**src/rtl/word_serializer.sv**
```systemverilog
// Word-to-slice serializer: latches one IN_W-bit word and emits it as IN_W/OUT_W
// OUT_W-bit slices with valid/ready on both sides and no bubble between words.
module word_serializer #(
    parameter int unsigned IN_W      = 32,
    parameter int unsigned OUT_W     = 8,
    parameter bit          MSB_FIRST = 1'b1,
    parameter int unsigned IDX_W     = $clog2(IN_W / OUT_W)
) (
    input  logic             clk,
    input  logic             reset,
    input  logic [IN_W-1:0]  data_in,
    input  logic             valid_in,
    output logic             ready_in,
    output logic [OUT_W-1:0] data_out,
    output logic             valid_out,
    input  logic             ready_out,
    output logic             last_out,
    output logic [IDX_W-1:0] idx_out
);

    localparam int unsigned      RATIO   = IN_W / OUT_W;
    localparam logic [IDX_W-1:0] LastIdx = IDX_W'(RATIO - 1);

    if ((IN_W % OUT_W) != 0 || RATIO < 2) begin : g_bad_params
        $error("word_serializer: IN_W must be a multiple of OUT_W with ratio >= 2");
    end

    typedef enum logic [0:0] {StIdle, StSend} state_e;

    state_e           state_q;
    logic [IN_W-1:0]  word_q;
    logic [IDX_W-1:0] idx_nxt;
    logic             in_acc;
    logic             out_acc;

    function automatic logic [OUT_W-1:0] slice(input logic [IN_W-1:0]  w,
                                               input logic [IDX_W-1:0] k);
        int unsigned     ki;
        int unsigned     shamt;
        logic [IN_W-1:0] shifted;
        ki      = 32'(k);
        shamt   = MSB_FIRST ? (IN_W - (ki + 1) * OUT_W) : (ki * OUT_W);
        shifted = w >> shamt;
        return shifted[OUT_W-1:0];
    endfunction

    // A new word can only enter when nothing is shown or the last slice is leaving.
    assign ready_in = !valid_out || (last_out && ready_out);
    assign in_acc   = valid_in && ready_in;
    assign out_acc  = valid_out && ready_out;

    always_comb begin
        idx_nxt = idx_out + IDX_W'(1);
    end

    always_ff @(posedge clk) begin
        if (reset) begin
            state_q   <= StIdle;
            word_q    <= '0;
            idx_out   <= '0;
            data_out  <= '0;
            valid_out <= 1'b0;
            last_out  <= 1'b0;
        end else begin
            unique case (state_q)
                StIdle: begin
                    if (in_acc) begin
                        state_q   <= StSend;
                        word_q    <= data_in;
                        idx_out   <= '0;
                        data_out  <= slice(data_in, '0);
                        valid_out <= 1'b1;
                        last_out  <= 1'b0;
                    end
                end
                StSend: begin
                    if (in_acc) begin
                        // Last slice leaving while the next word arrives: restart at slice 0.
                        word_q    <= data_in;
                        idx_out   <= '0;
                        data_out  <= slice(data_in, '0);
                        valid_out <= 1'b1;
                        last_out  <= 1'b0;
                    end else if (out_acc) begin
                        if (last_out) begin
                            state_q   <= StIdle;
                            idx_out   <= '0;
                            data_out  <= '0;
                            valid_out <= 1'b0;
                            last_out  <= 1'b0;
                        end else begin
                            idx_out  <= idx_nxt;
                            data_out <= slice(word_q, idx_nxt);
                            last_out <= (idx_nxt == LastIdx);
                        end
                    end
                end
                default: begin
                    state_q   <= StIdle;
                    valid_out <= 1'b0;
                end
            endcase
        end
    end

endmodule
```
**config.mk**
```make
export PLATFORM = sky130hd
export DESIGN_NAME = word_serializer
export DESIGN_NICKNAME = d
export VERILOG_FILES = /design/src/rtl/word_serializer.sv
export SDC_FILE = /design/constraint.sdc
export NUM_CORES = 1
export LEC_CHECK = 0
export CAP_MARGIN = 20
export CORE_MARGIN = 5
export CORE_UTILIZATION = 40
export DETAILED_ROUTE_END_ITERATION = 7
export PLACE_DENSITY = 0.67
export SLEW_MARGIN = 20
export SYNTH_ARGS = -nofsm -noshare
export SYNTH_HDL_FRONTEND = slang
export SYNTH_SLANG_ARGS = --single-unit
export TNS_END_PERCENT = 5
```
**constraint.sdc**
```tcl
create_clock -name clk -period 2.43 [get_ports clk]
set_clock_uncertainty 0.15 [all_clocks]
set_input_delay 0.486 -clock clk [delete_from_list [all_inputs] [get_ports clk]]
set_output_delay 0.486 -clock clk [all_outputs]
set_load 0.1 [all_outputs]
```
# Word-level counts from Yosys, hierarchy flattened
# Cells that the tools add are included.
# totals
register_bits,45
in_bits,36
out_inout_bits,13
word_cells,48
# classes
add_sub_neg,3
eq_ne,4
n_shift,1
muxes,26
bitwise,1
reduce_logical,7
# ops
operator,count
$mux 32,1
$mux 8,4
$shr 32x32->8,1
$pmux 8 s2,1
$mux 1,12
$mux 2,4
$sub 6x6->7 const A,1
$pmux 1 s2,3
$pmux 2 s2,1
$add 2x1->3 const B,1
$logic_and 1x1->1,3
$ne 3x1->1 const B,1
$ne 3x2->1 const B,1
$reduce_and 3->1,1
$add 2x1->2 const B,1
$eq 2x2->1 const B,1
$ne 2x2->1 const B,1
$reduce_and 2->1,1
$logic_not 1->1,1
$logic_or 1x1->1,1
$not 1->1,1

# Longest topological paths before layout
# depth
depth_word,8
ltp_mapped,7
depth_no_buf,6

# Least setup slack after synthesis
# OpenSTA, ideal clock, no wires.
# synth_timing
path_kind,reg2reg
from,register idx_out[0]
to,register data_out[0]
setup_ps,86
arrival_time_ps,2563
t_required_ps,2194
slack_ps,-369
stages_incl_launch_ff,8
n_path_buf,1
synth_period_minus_slack_ps,2799
path_cell_list,dfxtp_1 > buf_2 > inv_1 > ha_1 > xor2_1 > a2111oi_4 > nand2_1 > a211oi_1
# synth_between
elab_chain_cells,8
# synth_lines
element,line,rtl
from (decl),18,output logic [IDX_W-1:0] idx_out
from (signal assigned),92,idx_out <= idx_nxt;
$add 2x1->2,53,idx_nxt = idx_out + IDX_W'(1);
$add 2x1->3,42,shamt = MSB_FIRST ? (IN_W - (ki + 1) * OUT_W) : (ki * OUT_W);
$sub 6x6->7,42,
$shr 32x32->8,43,shifted = w >> shamt;
$mux 8,85,if (last_out) begin
$mux 8,84,end else if (out_acc) begin
$mux 8,77,if (in_acc) begin
$pmux 8 s2,65,unique case (state_q)
to (signal assigned),71,"data_out <= slice(data_in, '0);"
to (signal assigned),81,"data_out <= slice(data_in, '0);"
to (signal assigned),93,"data_out <= slice(word_q, idx_nxt);"
to (decl),14,"output logic [OUT_W-1:0] data_out,"
# Every way passes these cells. The select of a mux whose other input is x is not followed.
# A chain may end at the register's enable or synchronous reset.

# Worst setup path in the final report
# layout_timing
from,register idx_out[0]
to,register data_out[4]
# Same word-level chain as after synthesis.

==> results.md <==
Floorplan:
- The height of the chip is slightly above 80 um.
- The die covers ~0.0065 mm^2.
- The floorplan step set the die width to 80.9 um.
- In this run the standard cell core region covers between 0.004 and 0.005 mm^2.
- The initial utilization of the core area, before any placement, comes to between 40% and 50%.
- For this design the top-level I/O count stands at 49.
- After floorplanning, the core was divided into 25 placement rows.

Critical path:
- At the worst endpoint, the required time is roughly 2.5 ns.
- The endpoint kind of the worst setup timing path is a flip-flop.
- The start-to-end type of the worst setup path is flip-flop to flip-flop.
- The slowest cell on the critical path is sky130_fd_sc_hd__a2111oi_4.
- Data arrives at the worst endpoint at 2.20 ns.
- The number of cells on the worst reg-to-reg path is 6.
- The worst setup path is launched from a flip-flop.
- The critical path goes through inv_1, ha_1, xor2_1, a2111oi_4, nand2_1, a211oi_1.
- The capture instance of the worst register-to-register path is data_out[4].
- On the worst path, the slowest cell contributes a delay of between 0.5 and 0.6 ns.
- In this run the worst path has a maximum fanout of 11.
- The launch instance of the worst register-to-register path is idx_out[0].
- The slack of the worst reg-to-reg path is roughly 0.29 ns.

Detailed routing:
- The violation count after the first detailed-routing iteration is 160.
- Dividing the detail-routed wire length by the instance count gives approximately 14 um.
- The number of iterations in the first detailed-routing pass is 4.
- For this run, design rule violations remaining after detail routing come to 0.
- Using the TritonRoute via totals, the vias-per-cell ratio works out to ~5.1.
- The post-route antenna net violation count is 0.
- Across all layers, the routed design uses 1806 vias.
- For this block, the routed nets add up to ~5000 um of wire.

Power and ir drop:
- The overall power consumption is 1.68 mW.
- The leakage dissipation is 0.987 nW.
- The maximum VDD drop is between 0.2 and 0.3 mV.
- The power per cell area is 625 mW/mm^2.

Hold path:
- The worst hold path terminates at word_q[19].
- The worst hold path was traced through 2 stages.
- The tightest min-delay check is of the flip-flop to flip-flop type.
- In this run the most critical hold path is launched from word_q[19].

Clocking:
- The number of sinks driven by the clock tree is 45.
- The TritonCTS clock tree is yes.
- In this run the clock root is driven by a sky130_fd_sc_hd__clkbuf_8.
- After clock tree synthesis, the flow added hold-fix buffers numbering 0.
- The post-CTS setup buffer count is 0.
- At the later pin of the worst-skew pair, clock insertion delay measures ~0.30 ns.
- The clock-pin slew of the registers on the worst-case setup and hold paths is around 0.090 ns.
- The H-tree level count is 2.
- The maximum buffer depth of the clock tree is 2.
- Once the clock tree was built, the resizer swapped 0 gates to a different size.
- The number of clock buffers added by TritonCTS is 5.

Synth:
- The average footprint of a synthesized cell is 8.45 um^2.
- The area share of the largest cell type after synthesis is ~45%.
- The number of enable flip-flop cells after synthesis is 0.
- The distinct cell type count after synthesis is 28.
- The number of nets produced by synthesis is between 200 and 300.
- The flip-flop and latch count after synthesis is 45.
- Sorting the synthesized cells by area gives the leading types as sky130_fd_sc_hd__dfxtp_1 45%, sky130_fd_sc_hd__nand2_1 14%, sky130_fd_sc_hd__mux4_2 9.0%.
- For this run, the number of Yosys warnings is 0.
- The leading area contributor after synthesis is sky130_fd_sc_hd__dfxtp_1.
- The proportion of register bits with asynchronous set or reset after synthesis is 0%.
- The synthesized netlist cell count is between 200 and 250.
- Sequential cells were found to cover between 40 and 50% of the synthesized design area.
- The post-synthesis cell area is 0.00201 mm^2.
- The flip-flop cell with the highest count after synthesis is sky130_fd_sc_hd__dfxtp_1.

Global routing:
- The initial antenna violation count is 0.
- The number of global-route vias before repair was roughly 1700.
- The aggregate global routing overflow is 0.
- Entering global routing, the biggest net connects between 40 and 50 pins.
- The first-pass GRT wire length is 8020 um.
- Global routing consumed, over all layers together, between 10% and 20% of the routing resources.

STA:
- In the finished design, the share of the clock period the worst path needs comes to between 80% and 90%.
- The max-slew violation count is 0.
- Setup violations remaining at the end of the flow were counted as 0.
- The pin slew with the least headroom to its limit is roughly 0.58 ns.
- The final total negative setup slack is 0 ns.
- Setup repair after global routing left no endpoint under its margin.
- The post-layout worst setup margin is ~0.29 ns.
- The highest attainable clock frequency is between 400 and 500 MHz.
- The number of endpoints with negative hold slack in the final report is 0.
- For the finished layout, the period the worst path requires is ~2.1 ns.
- The worst-case headroom to the max-slew limit is 61.0%.

Place:
- The worst setup slack before clock tree synthesis is approximately 0.061 ns.
- Detailed placement ended at an HPWL of approximately 3600 um.
- Routability-driven placement finished with a final weighted congestion of slightly above 0.8.
- The count of port buffers added during placement is 48.

Flow run:
- Max-cap violations in this run came to 0.

Finish:
- The repair_antennas step left the layout with diodes totalling 0.
- Summing all multi-input logic gate instances after layout gives 0.00103 mm^2.
- The top cell types in the final layout, fill and taps aside, are 77 x sky130_fd_sc_hd__nand2_1, 43 x sky130_fd_sc_hd__dfxtp_1, 35 x sky130_fd_sc_hd__clkdlybuf4s50_1.
- The register area is around 900 um^2.
- The ratio of cells with drive above 1 in the final layout is between 10% and 20%.
- For this run, the post-layout net count is approximately 320.
- Relative to the synthesized area, the layout overhead comes to 33.6%.
- The layout has 460 filler cells.
- The most common library cell in the layout ignoring fill and taps is sky130_fd_sc_hd__nand2_1.

Outcome:
- The run finished with clean final reports.
-- cell usage after synthesis (2+ instances only) --
cell type	n
sky130_fd_sc_hd__a211oi_1	8
sky130_fd_sc_hd__a21oi_1	34
sky130_fd_sc_hd__nand2b_1	2
sky130_fd_sc_hd__nor2_1	11
sky130_fd_sc_hd__mux2_2	6
sky130_fd_sc_hd__inv_1	4
sky130_fd_sc_hd__nand3_1	3
sky130_fd_sc_hd__mux4_2	8
sky130_fd_sc_hd__dfxtp_1	45
sky130_fd_sc_hd__o21ai_0	3
sky130_fd_sc_hd__nand2_1	77
sky130_fd_sc_hd__buf_2	3
sky130_fd_sc_hd__o22ai_1	6
sky130_fd_sc_hd__ha_1	2
sky130_fd_sc_hd__clkbuf_1	13
-- logic make-up (layout without fill, tap and decap cells) --
logic type,count (synthesis),after routing,synth area share (%)
buffers and inverters,21,68,4.10
flip-flops,45,45,44.8
AO/OA/AOI/OAI,57,57,17.8
adder cells (fa/ha/maj),2,2,1.24
AND/OR/NAND/NOR,98,98,19.3
multiplexers,14,14,12.3
XOR/XNOR,1,1,0.435
-- worst max-delay path: cells and delay by family, from the launching register on --
kind,cells,cell delay (ns)
AO/OA/AOI/OAI,2,0.78
flip-flops,1,0.48
adder cells (fa/ha/maj),1,0.23
XOR/XNOR,1,0.19
AND/OR/NAND/NOR,1,0.12
buffers and inverters,1,0.11
-- sequential cells by signal, indices dropped and copies added, names as in the netlist --
name,count
word_q,32
valid_out,1
last_out,1
data_out,8
state_q,1
idx_out,2
-- power by group --
group	switching, mW	total, mW	internal (mW)
logic	0.215	0.356	0.141
registers	0.0295	0.811	0.781
clock network	0.252	0.515	0.263
total	0.496	1.68	1.19
-- final cells by class --
cell class                      count  share of cell area (%)
Tap cell                           67                    3.12
Sequential cell                    45                    33.7
Clock inverter                      1                   0.326
Inverter                            4                   0.558
Clock buffer                        6                    3.49
Timing Repair Buffer               57                    20.6
Multi-Input combinational cell    172                    38.3
-- through the flow --
stage	cell area, um^2	cells	util [%]	hold slack (ns)
detailed placement	2590	345	53.7	0.295
finish	2690	352	55.8	0.306
global route	2690	352	55.8	0.328
floorplan	2020	238	-	0.283
CTS	2690	352	55.8	0.307
global placement	2590	345	53.7	0.291
-- layer usage --
| metal | share of wire, % | track usage [%] | vias up |
|---|---|---|---|
| li1 | - | - | 907 |
| met3 | 5.6 | 4.10 | 9 |
| met2 | 49 | 25.1 | 44 |
| met1 | 44 | 21.0 | 846 |
| met4 | 1.7 | 7.09 | 0 |
| met5 | 0 | 0 | - |
-- worst max path at each step --
stage	startpoint	end	slack, ns
after global routing	idx_out[0]	data_out[4]	0.12
after global placement	ready_out	data_out[0]	0.15
final	idx_out[0]	data_out[4]	0.29
after floorplan	last_out	word_q[22]	-0.02
after detailed placement	ready_out	data_out[4]	0.06
after CTS	idx_out[0]	data_out[4]	0.25
No activity file was read; power rests on OpenSTA's default activity.
